### config.mk
export PLATFORM = sky130hd
export DESIGN_NAME = omsp_multitimer
export DESIGN_NICKNAME = d
export VERILOG_FILES = /design/src/rtl/omsp_multitimer_pkg.sv /design/src/rtl/omsp_multitimer_chan.sv /design/src/rtl/omsp_multitimer.sv
export SDC_FILE = /design/constraint.sdc
export NUM_CORES = 1
export LEC_CHECK = 0
export BUFFER_PORTS_ARGS = -buffer_cell sky130_fd_sc_hd__clkbuf_2
export CAP_MARGIN = 20
export CORE_AREA = 2 2 162 164
export DETAILED_ROUTE_END_ITERATION = 12
export DIE_AREA = 0 0 164 166
export GPL_TIMING_DRIVEN = 1
export MAX_ROUTING_LAYER = met4
export PLACE_DENSITY = 0.66
export RECOVER_POWER = 100
export SLEW_MARGIN = 10
export SYNTH_ARGS = -nofsm -noshare
export SYNTH_HDL_FRONTEND = slang
export SYNTH_SLANG_ARGS = --single-unit
### constraint.sdc
create_clock -name mclk -period 2.7 [get_ports mclk]
set_clock_uncertainty 0.2 [all_clocks]
set_input_delay 0.135 -clock mclk [delete_from_list [all_inputs] [get_ports mclk]]
set_output_delay 0.135 -clock mclk [all_outputs]
set_load 0.02 [all_outputs]
### src/rtl/omsp_multitimer_pkg.sv
// Shared constants and helpers for the openMSP430 multi-channel interval timer.
// Word offsets are relative to the 128-byte block base.
package omsp_multitimer_pkg;

  localparam int DEC_W = 7;

  localparam logic [5:0] WOFF_GCTL  = 6'h00;
  localparam logic [5:0] WOFF_PRESC = 6'h01;
  localparam logic [5:0] WOFF_IE    = 6'h02;
  localparam logic [5:0] WOFF_IFG   = 6'h03;

  // Channel c occupies word offsets {CH_BASE + c, reg}.
  localparam logic [3:0] CH_BASE = 4'h4;

  localparam int CTL_EN      = 0;
  localparam int CTL_ONESHOT = 1;

  typedef enum logic [1:0] {
    CH_CTL    = 2'd0,
    CH_RELOAD = 2'd1,
    CH_COUNT  = 2'd2,
    CH_RSVD   = 2'd3
  } ch_reg_e;

  function automatic logic [15:0] lane_merge(input logic [15:0] old,
                                             input logic [15:0] din,
                                             input logic [1:0]  we);
    lane_merge = {(we[1] ? din[15:8] : old[15:8]), (we[0] ? din[7:0] : old[7:0])};
  endfunction

endpackage

### src/rtl/omsp_multitimer_chan.sv
// One down-counting timer channel: EN/ONESHOT control, reload and count
// registers, and the expiry pulse raised on the tick that finds COUNT at zero.
module omsp_multitimer_chan
  import omsp_multitimer_pkg::*;
#(
  parameter int CNT_W = 16
) (
  input  logic             mclk,
  input  logic             puc_rst,
  input  logic             tick,
  input  logic             wr_ctl,
  input  logic             wr_reload,
  input  logic             wr_count,
  input  logic [1:0]       we,
  input  logic [15:0]      din,
  output logic             en,
  output logic             oneshot,
  output logic [CNT_W-1:0] reload,
  output logic [CNT_W-1:0] count,
  output logic             expire
);

  logic             en_r, oneshot_r, en_nxt_s, oneshot_nxt_s, expire_s;
  logic [CNT_W-1:0] reload_r, count_r, reload_nxt_s, count_nxt_s;
  logic [15:0]      count_wr_s, reload_wr_s;

  assign count_wr_s  = lane_merge(16'(count_r), din, we);
  assign reload_wr_s = lane_merge(16'(reload_r), din, we);

  // Next-state: a CTL or COUNT write pre-empts this channel's tick.
  always_comb begin
    en_nxt_s      = en_r;
    oneshot_nxt_s = oneshot_r;
    count_nxt_s   = count_r;
    expire_s      = 1'b0;
    if (wr_ctl) begin
      en_nxt_s      = we[0] ? din[CTL_EN] : en_r;
      oneshot_nxt_s = we[0] ? din[CTL_ONESHOT] : oneshot_r;
      if (en_nxt_s && !en_r) begin
        count_nxt_s = reload_r;
      end else begin
        count_nxt_s = count_r;
      end
    end else if (wr_count) begin
      count_nxt_s = count_wr_s[CNT_W-1:0];
    end else if (tick && en_r) begin
      if (count_r != {CNT_W{1'b0}}) begin
        count_nxt_s = count_r - {{(CNT_W-1){1'b0}}, 1'b1};
      end else begin
        expire_s    = 1'b1;
        count_nxt_s = reload_r;
        en_nxt_s    = en_r & ~oneshot_r;
      end
    end else begin
      count_nxt_s = count_r;
    end
    if (wr_reload) begin
      reload_nxt_s = reload_wr_s[CNT_W-1:0];
    end else begin
      reload_nxt_s = reload_r;
    end
  end

  // Channel state registers.
  always_ff @(posedge mclk) begin
    if (puc_rst) begin
      en_r      <= 1'b0;
      oneshot_r <= 1'b0;
      reload_r  <= {CNT_W{1'b0}};
      count_r   <= {CNT_W{1'b0}};
    end else begin
      en_r      <= en_nxt_s;
      oneshot_r <= oneshot_nxt_s;
      reload_r  <= reload_nxt_s;
      count_r   <= count_nxt_s;
    end
  end

  assign en      = en_r;
  assign oneshot = oneshot_r;
  assign reload  = reload_r;
  assign count   = count_r;
  assign expire  = expire_s;

endmodule

### src/rtl/omsp_multitimer.sv
// N-channel interval timer peripheral for the openMSP430 bus: decode, shared
// prescaler, IE/IFG with acknowledge priority, and the read-back mux.
module omsp_multitimer
  import omsp_multitimer_pkg::*;
#(
  parameter logic [14:0] BASE_ADDR = 15'h0100,
  parameter int          NCH       = 4,
  parameter int          CNT_W     = 16
) (
  input  logic        mclk,
  input  logic        puc_rst,
  input  logic [13:0] per_addr,
  input  logic [15:0] per_din,
  input  logic        per_en,
  input  logic [1:0]  per_we,
  input  logic        irq_acc,
  output logic [15:0] per_dout,
  output logic        irq
);

  logic [DEC_W-2:0] woff_s;
  logic             sel_s, wr_s, rd_s, wr_gctl_s, wr_presc_s, wr_ie_s, wr_ifg_s, tick_s;
  logic             gen_r, irq_r, acc_found_s;
  logic [15:0]      presc_r, pcnt_r, rdata_s;
  logic [NCH-1:0]   ie_r, ifg_r, ie_nxt_s, ifg_nxt_s, pend_s, acc_clr_s, w1c_s;
  logic [NCH-1:0]   en_s, oneshot_s, expire_s;
  logic [CNT_W-1:0] reload_s [NCH];
  logic [CNT_W-1:0] count_s  [NCH];

  assign sel_s      = per_en & (per_addr[13:6] == BASE_ADDR[14:7]);
  assign woff_s     = per_addr[5:0];
  assign wr_s       = sel_s & (per_we != 2'b00);
  assign rd_s       = sel_s & (per_we == 2'b00);
  assign wr_gctl_s  = wr_s & (woff_s == WOFF_GCTL);
  assign wr_presc_s = wr_s & (woff_s == WOFF_PRESC);
  assign wr_ie_s    = wr_s & (woff_s == WOFF_IE);
  assign wr_ifg_s   = wr_s & (woff_s == WOFF_IFG);
  assign tick_s     = gen_r & (pcnt_r == presc_r);

  for (genvar c = 0; c < NCH; c++) begin : g_ch
    logic hit_s;
    assign hit_s = wr_s & (woff_s[5:2] == (CH_BASE + 4'(c)));
    omsp_multitimer_chan #(.CNT_W(CNT_W)) u_chan (
      .mclk      (mclk),
      .puc_rst   (puc_rst),
      .tick      (tick_s),
      .wr_ctl    (hit_s & (ch_reg_e'(woff_s[1:0]) == CH_CTL)),
      .wr_reload (hit_s & (ch_reg_e'(woff_s[1:0]) == CH_RELOAD)),
      .wr_count  (hit_s & (ch_reg_e'(woff_s[1:0]) == CH_COUNT)),
      .we        (per_we),
      .din       (per_din),
      .en        (en_s[c]),
      .oneshot   (oneshot_s[c]),
      .reload    (reload_s[c]),
      .count     (count_s[c]),
      .expire    (expire_s[c])
    );
  end

  // Global control and prescaler; GEN=0 or a PRESC write parks pcnt at zero.
  always_ff @(posedge mclk) begin
    if (puc_rst) begin
      gen_r   <= 1'b0;
      presc_r <= 16'h0000;
      pcnt_r  <= 16'h0000;
    end else begin
      if (wr_gctl_s && per_we[0]) gen_r <= per_din[0];
      if (wr_presc_s) presc_r <= lane_merge(presc_r, per_din, per_we);
      if (wr_presc_s || !gen_r || tick_s) pcnt_r <= 16'h0000;
      else pcnt_r <= pcnt_r + 16'h0001;
    end
  end

  // Flag next-state: acknowledge clears the lowest pending enabled flag, expiry beats any clear.
  always_comb begin
    pend_s      = ifg_r & ie_r;
    acc_clr_s   = '0;
    acc_found_s = 1'b0;
    for (int i = 0; i < NCH; i++) begin
      if (irq_acc && pend_s[i] && !acc_found_s) begin
        acc_clr_s[i] = 1'b1;
        acc_found_s  = 1'b1;
      end else begin
        acc_clr_s[i] = 1'b0;
      end
    end
    w1c_s     = (wr_ifg_s && per_we[0]) ? per_din[NCH-1:0] : '0;
    ie_nxt_s  = (wr_ie_s && per_we[0]) ? per_din[NCH-1:0] : ie_r;
    ifg_nxt_s = (ifg_r & ~(w1c_s | acc_clr_s)) | expire_s;
  end

  // IE/IFG registers; irq follows the next-state flags.
  always_ff @(posedge mclk) begin
    if (puc_rst) begin
      ie_r  <= '0;
      ifg_r <= '0;
      irq_r <= 1'b0;
    end else begin
      ie_r  <= ie_nxt_s;
      ifg_r <= ifg_nxt_s;
      irq_r <= |(ifg_nxt_s & ie_nxt_s);
    end
  end

  // Read mux; channel blocks start above the global registers so the two never overlap.
  always_comb begin
    case (woff_s)
      WOFF_GCTL:  rdata_s = {15'h0000, gen_r};
      WOFF_PRESC: rdata_s = presc_r;
      WOFF_IE:    rdata_s = 16'(ie_r);
      WOFF_IFG:   rdata_s = 16'(ifg_r);
      default:    rdata_s = 16'h0000;
    endcase
    for (int c = 0; c < NCH; c++) begin
      if (woff_s[5:2] == (CH_BASE + 4'(c))) begin
        case (ch_reg_e'(woff_s[1:0]))
          CH_CTL:    rdata_s = {14'h0000, oneshot_s[c], en_s[c]};
          CH_RELOAD: rdata_s = 16'(reload_s[c]);
          CH_COUNT:  rdata_s = 16'(count_s[c]);
          default:   rdata_s = 16'h0000;
        endcase
      end else begin
        rdata_s = rdata_s;
      end
    end
  end

  assign per_dout = rd_s ? rdata_s : 16'h0000;
  assign irq      = irq_r;

endmodule
==> out/results.tsv, run 1 <==
metric	value	unit
insertion_delay	450	ps
rsz0062_at_grt	yes	
portBuffers	52	
vdd_drop_max	420	µV
vias	13146	
grt_pass1_vias	12375	
worstSetupStartpointType	flop	
h-tree-depth	4	
finalWorstSetupSlack	-49.9	ps
initial_core_util	44.0	%
grt_use_total	37.0	%
drtIter0Drc	1545	
syn2layout_area_growth	27.7	%
violations	negative setup slack	
cp_max_fo	7	
slew-limit-headroom	37.0	%
hpwl	36300	µm
power.density	394	mW/mm²
holdWs	16.4	ps
timing.final.crit_period	2750	ps
ys_warn_count	0	
ant_nets	0	
grt_overflow	0	
synth-seq-cells	178	
cts.path.max_buffers	2	
place_area	0.0133	mm²
num_rows	59	
r2r.worst_path.cells	11	
drc_errors	0	
seq_area_frac_synth	31.6	%
arrival	2850	ps
drive_gt1_share	22.2	%
clock.fmax	364	MHz
ios	53	
grt_max_degree	83	
mostFrequentLayoutCells	nand2_1, buf_4, dfxtp_1	
async_flop_share	0	%
dieArea	0.0272	mm²
grt_pass1_wl	74400	µm
antenna_found_initial	1	
finalNetCount	1768	
multi_input_area	0.00743	mm²
cts.sinks	178	
synthCells	1502	
timing.rr.start	pcnt_r[14]	
r2r_slack	-50	ps
worstSetupStartpoint	pcnt_r[14]	
syn-cell-area	0.0113	mm²
fp.dieH	166	µm
status	finished with violations	
worst-slew-pin-transition	945	ps
gp_congestion	1.07	
dr.pass1.iters	8	
numCtsBuffers	17	
hp-class	input port to flop	
crit_path_end	g_ch[2].u_chan.count[9]	
critPathKind	flop to flop	
setup_viol	11	
routed_wl	49000	µm
maxSlewViolCount	0	
nFillCells	2408	
syn_avg_cell_area	7.51	µm²
cp.required	2800	ps
die_x	164	µm
synth_flop_cell	dfxtp_1	
synth_cell_types	84	
cts_tree	yes	
r2r-end	g_ch[2].u_chan.count[9]	
syn_nets	1547	
maxCapViolations	0	
wl_per_cell	23.7	µm
p_leak	5.35	nW
whs_path_depth	4	
end_kind	flop	
cts_root_buf	clkbuf_16	
final_common_cell	nand2_1	
core_area	0.0256	mm²
seq_area	0.00357	mm²
period_share	102	%
vias_per_cell	6.34	
synth_edf_count	0	
clk_pin_slew	80	ps
hold_viol	0	
fin_area	0.0144	mm²
## layer usage
layer | global-route usage, % | share of wire [%] | up-vias | routed length (µm)
met3 | 8.52 | 10 | 177 | 5020
met1 | 47.6 | 40 | 6197 | 19800
met4 | 18.4 | 5.5 | 0 | 2680
li1 | - | - | 5967 | -
met2 | 54.1 | 44 | 805 | 21600
met5 | - | 0 | - | 0
## flip-flops by register name, indices dropped and copies added (netlist names), 4 cells and up
name                 flops
g_ch.u_chan.reload      64
g_ch.u_chan.en           4
g_ch.u_chan.oneshot      4
ie_r                     4
ifg_r                    4
pcnt_r                  16
presc_r                 16
g_ch.u_chan.count       64
## cell families (layout without fill, tap and decap cells)
group	Yosys count	after routing	synth area share, %
AOI/OAI and AO/OA	446	446	26.1
xor gates and xnor gates	68	68	5.28
adders and majority gates	9	9	0.999
buffers and inverters	125	359	4.43
DFF	178	178	31.6
muxes	40	40	3.71
other	0	1	0
and+or+nand+nor	636	636	27.9
## stage by stage
stage	util (%)	instances	worst slack [ps]	TNS, ps	power [mW]
finish	56.2	2072	-49.9	-203	5.68
global placement	52.0	2005	-351	-7400	3.12
floorplan	-	1502	50.1	0	2.88
detailed placement	52.0	2005	-297	-7140	3.12
global route	56.2	2072	-107	-822	5.80
CTS	55.0	2050	-59.6	-240	5.67
## synth_stat cells, types with 4 or more instances
cell type,instances,share of area (%)
a211o_1,8,0.62
a211oi_1,33,2.2
a21oi_1,157,7.0
a221oi_1,22,1.7
a22o_1,13,1.0
a22oi_1,44,2.9
a31o_2,4,0.31
a31oi_1,14,0.78
and2_1,5,0.28
and3_1,10,0.55
buf_1,10,0.33
buf_2,11,0.49
clkbuf_1,82,2.7
dfxtp_1,178,32
ha_1,9,1.0
inv_1,19,0.63
mux2_2,4,0.40
mux2i_1,35,3.1
nand2_1,221,7.4
nand2b_1,8,0.44
nand3_1,72,3.2
nand4_1,19,1.1
nand4b_1,5,0.39
nor2_1,149,5.0
nor2b_1,11,0.61
nor3_1,50,2.2
nor3_2,5,0.44
nor3b_1,5,0.33
nor4_1,19,1.1
nor4_2,6,0.67
o211ai_1,11,0.73
o21a_1,7,0.47
o21ai_0,28,1.2
o21ai_1,17,0.75
o221ai_1,12,0.93
o22a_1,10,0.78
o22ai_1,22,1.2
o31ai_1,7,0.47
or2_2,4,0.22
or3_1,8,0.44
or4_1,8,0.53
xnor2_1,32,2.5
xor2_1,36,2.8
## how the worst min path moves through the flow
stage / from / to / slack [ps]
final: per_din[13] / g_ch[0].u_chan.reload[13] / 20
after CTS: per_din[13] / g_ch[0].u_chan.reload[13] / 0.5
after detailed placement: puc_rst / ifg_r[1] / 150
after global routing: per_din[0] / g_ch[2].u_chan.reload[0] / 20
after global placement: puc_rst / ie_r[3] / 140
after floorplan: per_din[10] / g_ch[0].u_chan.reload[10] / 80
## power by group
| part | internal [mW] | leakage [nW] | switching (mW) |
|---|---|---|---|
| clock network | 1.39 | 0.282 | 1.20 |
| logic | 0.137 | 3.63 | 0.331 |
| registers | 2.62 | 1.43 | 0.0000413 |
| total | 4.15 | 5.35 | 1.53 |
## final cells by class
class | count | area share [%]
multi-input combinational | 1199 | 51.6
antenna | 1 | 0.0174
timing repair buffer | 308 | 16.1
clock inverter | 13 | 1.05
clock buffer | 19 | 3.01
sequential | 178 | 24.8
inverter | 19 | 0.496
tap | 335 | 2.91
## timing repair
| action | 4_1_cts | 5_1_grt |
|---|---|---|
| endpoints found under the setup margin | 50 | 54 |
| hold buffers | 12 | 1 |
| gates resized for setup | 9 | 39 |
| pin swaps | 2 | 22 |
| setup buffers | 1 | 18 |
| cloned | 0 | 2 |
| hold endpoints to repair | 25 | 1 |
## critical path, stage by stage, from the launching register on
cell	delay [ps]
dfxtp_2	340
xor2_2	190
nor4_2	390
nand3b_1	230
buf_6	180
buf_8	130
nor2_4	200
buf_6	160
a31oi_1	90
buf_4	200
a221oi_4	210
nor3_1	70
Power figures use the tool's default switching activity.
==> run 2: changes to the inputs <==
- CORE_AREA: 2 2 162 164 -> 2 2 123 215
- DIE_AREA: 0 0 164 166 -> 0 0 125 217
==> out/results.tsv, run 2 (synthesized netlist as in run 1, its figures left out) <==
metric	value	unit	change
switching_share	25.8	%	-1.2 points
timing.final.crit_period	2660	ps	-90.1 ps
p_sw	1.48	mW	-3.6%
cts.path.max_buffers	2		unchanged
numCtsBuffers	17		unchanged
timing.rr.start	presc_r[12]		
combPwrFrac	8.1	%	-0.2 points
die_x	125	µm	-24%
ios	53		unchanged
initial_core_util	44.1	%	+0.080 points
multi_input_area	0.00732	mm²	-1.5%
drive_gt1_share	20.2	%	-2.1 points
final_common_cell	nand2_1		
grt_use_total	41.4	%	+4.4 points
status	finished clean		
cpMostUsedCell	buf_4		
r2r-end	irq		
portBuffers	52		unchanged
grt_overflow	0		unchanged
p_leak	5.17	nW	-3.3%
r2r.worst_path.cells	10		-1
mostFrequentLayoutCells	nand2_1, buf_4, dfxtp_1		
worstSetupStartpointType	input port		
dp_slack	-135	ps	+162 ps
worst-slew-pin-transition	764	ps	-181 ps
num_rows	78		+32%
grt_max_degree	64		-23%
wl_per_cell	27.0	µm	+14%
vdd_drop_max	466	µV	+11%
maxCapViolations	0		unchanged
vias	13409		+2.0%
postCtsSetupBuffers	0		-1
hpwl	42100	µm	+16%
clock.fmax	376	MHz	+3.4%
hold_viol	0		unchanged
h-tree-depth	4		unchanged
drc_errors	0		unchanged
ant_nets	0		unchanged
critPathKind	input port to output port		
syn2layout_area_growth	25.1	%	
holdPathEnd	g_ch[1].u_chan.count[0]		
power_frac_clock	46.1	%	+0.6 points
p_int	4.24	mW	+2.4%
cts_root_buf	clkbuf_16		
fp.dieH	217	µm	+31%
grt_pass1_wl	81200	µm	+9.3%
cp.required	2370	ps	-430 ps
period_share	98.5	%	-3.3 points
setup_viol	0		-11
slowest_delay	670	ps	+280 ps
dr.pass1.iters	6		-2
vias_per_cell	6.55		+3.2%
routed_wl	55300	µm	+13%
dieArea	0.0271	mm²	-0.36%
core_area	0.0256	mm²	-0.18%
cp_slowest_cell	or4_1		
nFillCells	2543		+5.6%
maxSlewViolCount	0		unchanged
drtIter0Drc	1494		-3.3%
insertion_delay	460	ps	about the same
cp_max_fo	11		+4
finalWorstSetupSlack	40.2	ps	+90.1 ps
cts_tree	yes		
hp-class	input port to flop		
slew-limit-headroom	49.1	%	+12 points
end_kind	output port		
cp_cell_sequence	clkbuf_1 > or4_1 > nor3_4 > buf_4 > buf_4 > nand2_1 > buf_4 > nor2_1 > clkbuf_2		
finalNetCount	1760		-0.45%
hp-start	per_addr[1]		
seqPwrFrac	45.9	%	-0.3 points
r2r_slack	60	ps	+110 ps
holdWs	41.7	ps	+25.3 ps
gp_congestion	1.12		+3.9%
cts.sinks	178		unchanged
seq_area	0.00357	mm²	+0.11%
power.density	406	mW/mm²	+2.9%
clk_pin_slew	60	ps	-20 ps
arrival	2320	ps	-530 ps
antenna_found_initial	0		-1
grt_pass1_vias	12871		+4.0%
whs_path_depth	4		unchanged
[run 2: final cells by class]
class | count | share of cell area [%]
Clock inverter | 11 | 1.08
Sequential cell | 178 | 25.3
Antenna cell | 1 | 0.0178
Tap cell | 320 | 2.84
Multi-Input combinational cell | 1199 | 51.9
Clock buffer | 20 | 3.17
Inverter | 19 | 0.506
Timing Repair Buffer | 300 | 15.2
[run 2: worst max path at each step]
stage                        startpoint                  endpoint  slack [ps]  cells past startpoint
5_1_grt         g_ch[2].u_chan.count[8]   g_ch[2].u_chan.count[7]         -40                     10
4_1_cts                      presc_r[2]   g_ch[0].u_chan.count[4]           6                     10
3_3_place_gp   g_ch[2].u_chan.count[11]   g_ch[2].u_chan.count[5]        -110                      8
6_report                    per_addr[8]              per_dout[12]          40                      9
2_1_floorplan   g_ch[1].u_chan.count[2]   g_ch[1].u_chan.count[1]          50                      9
3_5_place_dp                per_addr[8]  g_ch[2].u_chan.count[10]        -140                      8
[run 2: worst max-delay path: cells and delay by family]
family / cells / cell delay, ps
buffers and inverters: 5 / 840
AND/OR/NAND/NOR: 4 / 1340
[run 2: power by group through the flow]
stage          sequential, mW  clock (mW)  combinational, mW
6_report                 2.62        2.63              0.461
5_1_grt                  2.62        2.75              0.466
4_1_cts                  2.62        2.65              0.439
3_5_place_dp             2.68           0              0.418
3_3_place_gp             2.68           0              0.417
2_1_floorplan            2.68           0              0.193
[run 2: repair_timing]
item | in CTS | in global routing
pin swaps | 0 | 5
setup endpoints to repair | 4 | 50
hold endpoints to repair | 63 | 0
resized for setup | 4 | 24
hold buffers | 18 | 0
[run 2: metal layers]
layer	track usage (%)	vias up	wire length, µm
li1	-	5974	-
met5	-	-	0
met4	35.4	0	5940
met1	42.5	6375	19100
met3	5.80	289	3550
met2	69.2	771	26700
[run 2: per-stage QoR]
step / std cells / power (mW) / TNS (ps) / utilization (%) / cell area (µm²)
floorplan: 1502 / 2.88 / 0 / - / 11300
global placement: 1998 / 3.10 / -439 / 52.2 / 13300
detailed placement: 1998 / 3.10 / -534 / 52.2 / 13300
CTS: 2047 / 5.72 / 0 / 55.3 / 14100
global route: 2047 / 5.83 / -43.9 / 55.1 / 14100
finish: 2048 / 5.72 / 0 / 55.1 / 14100
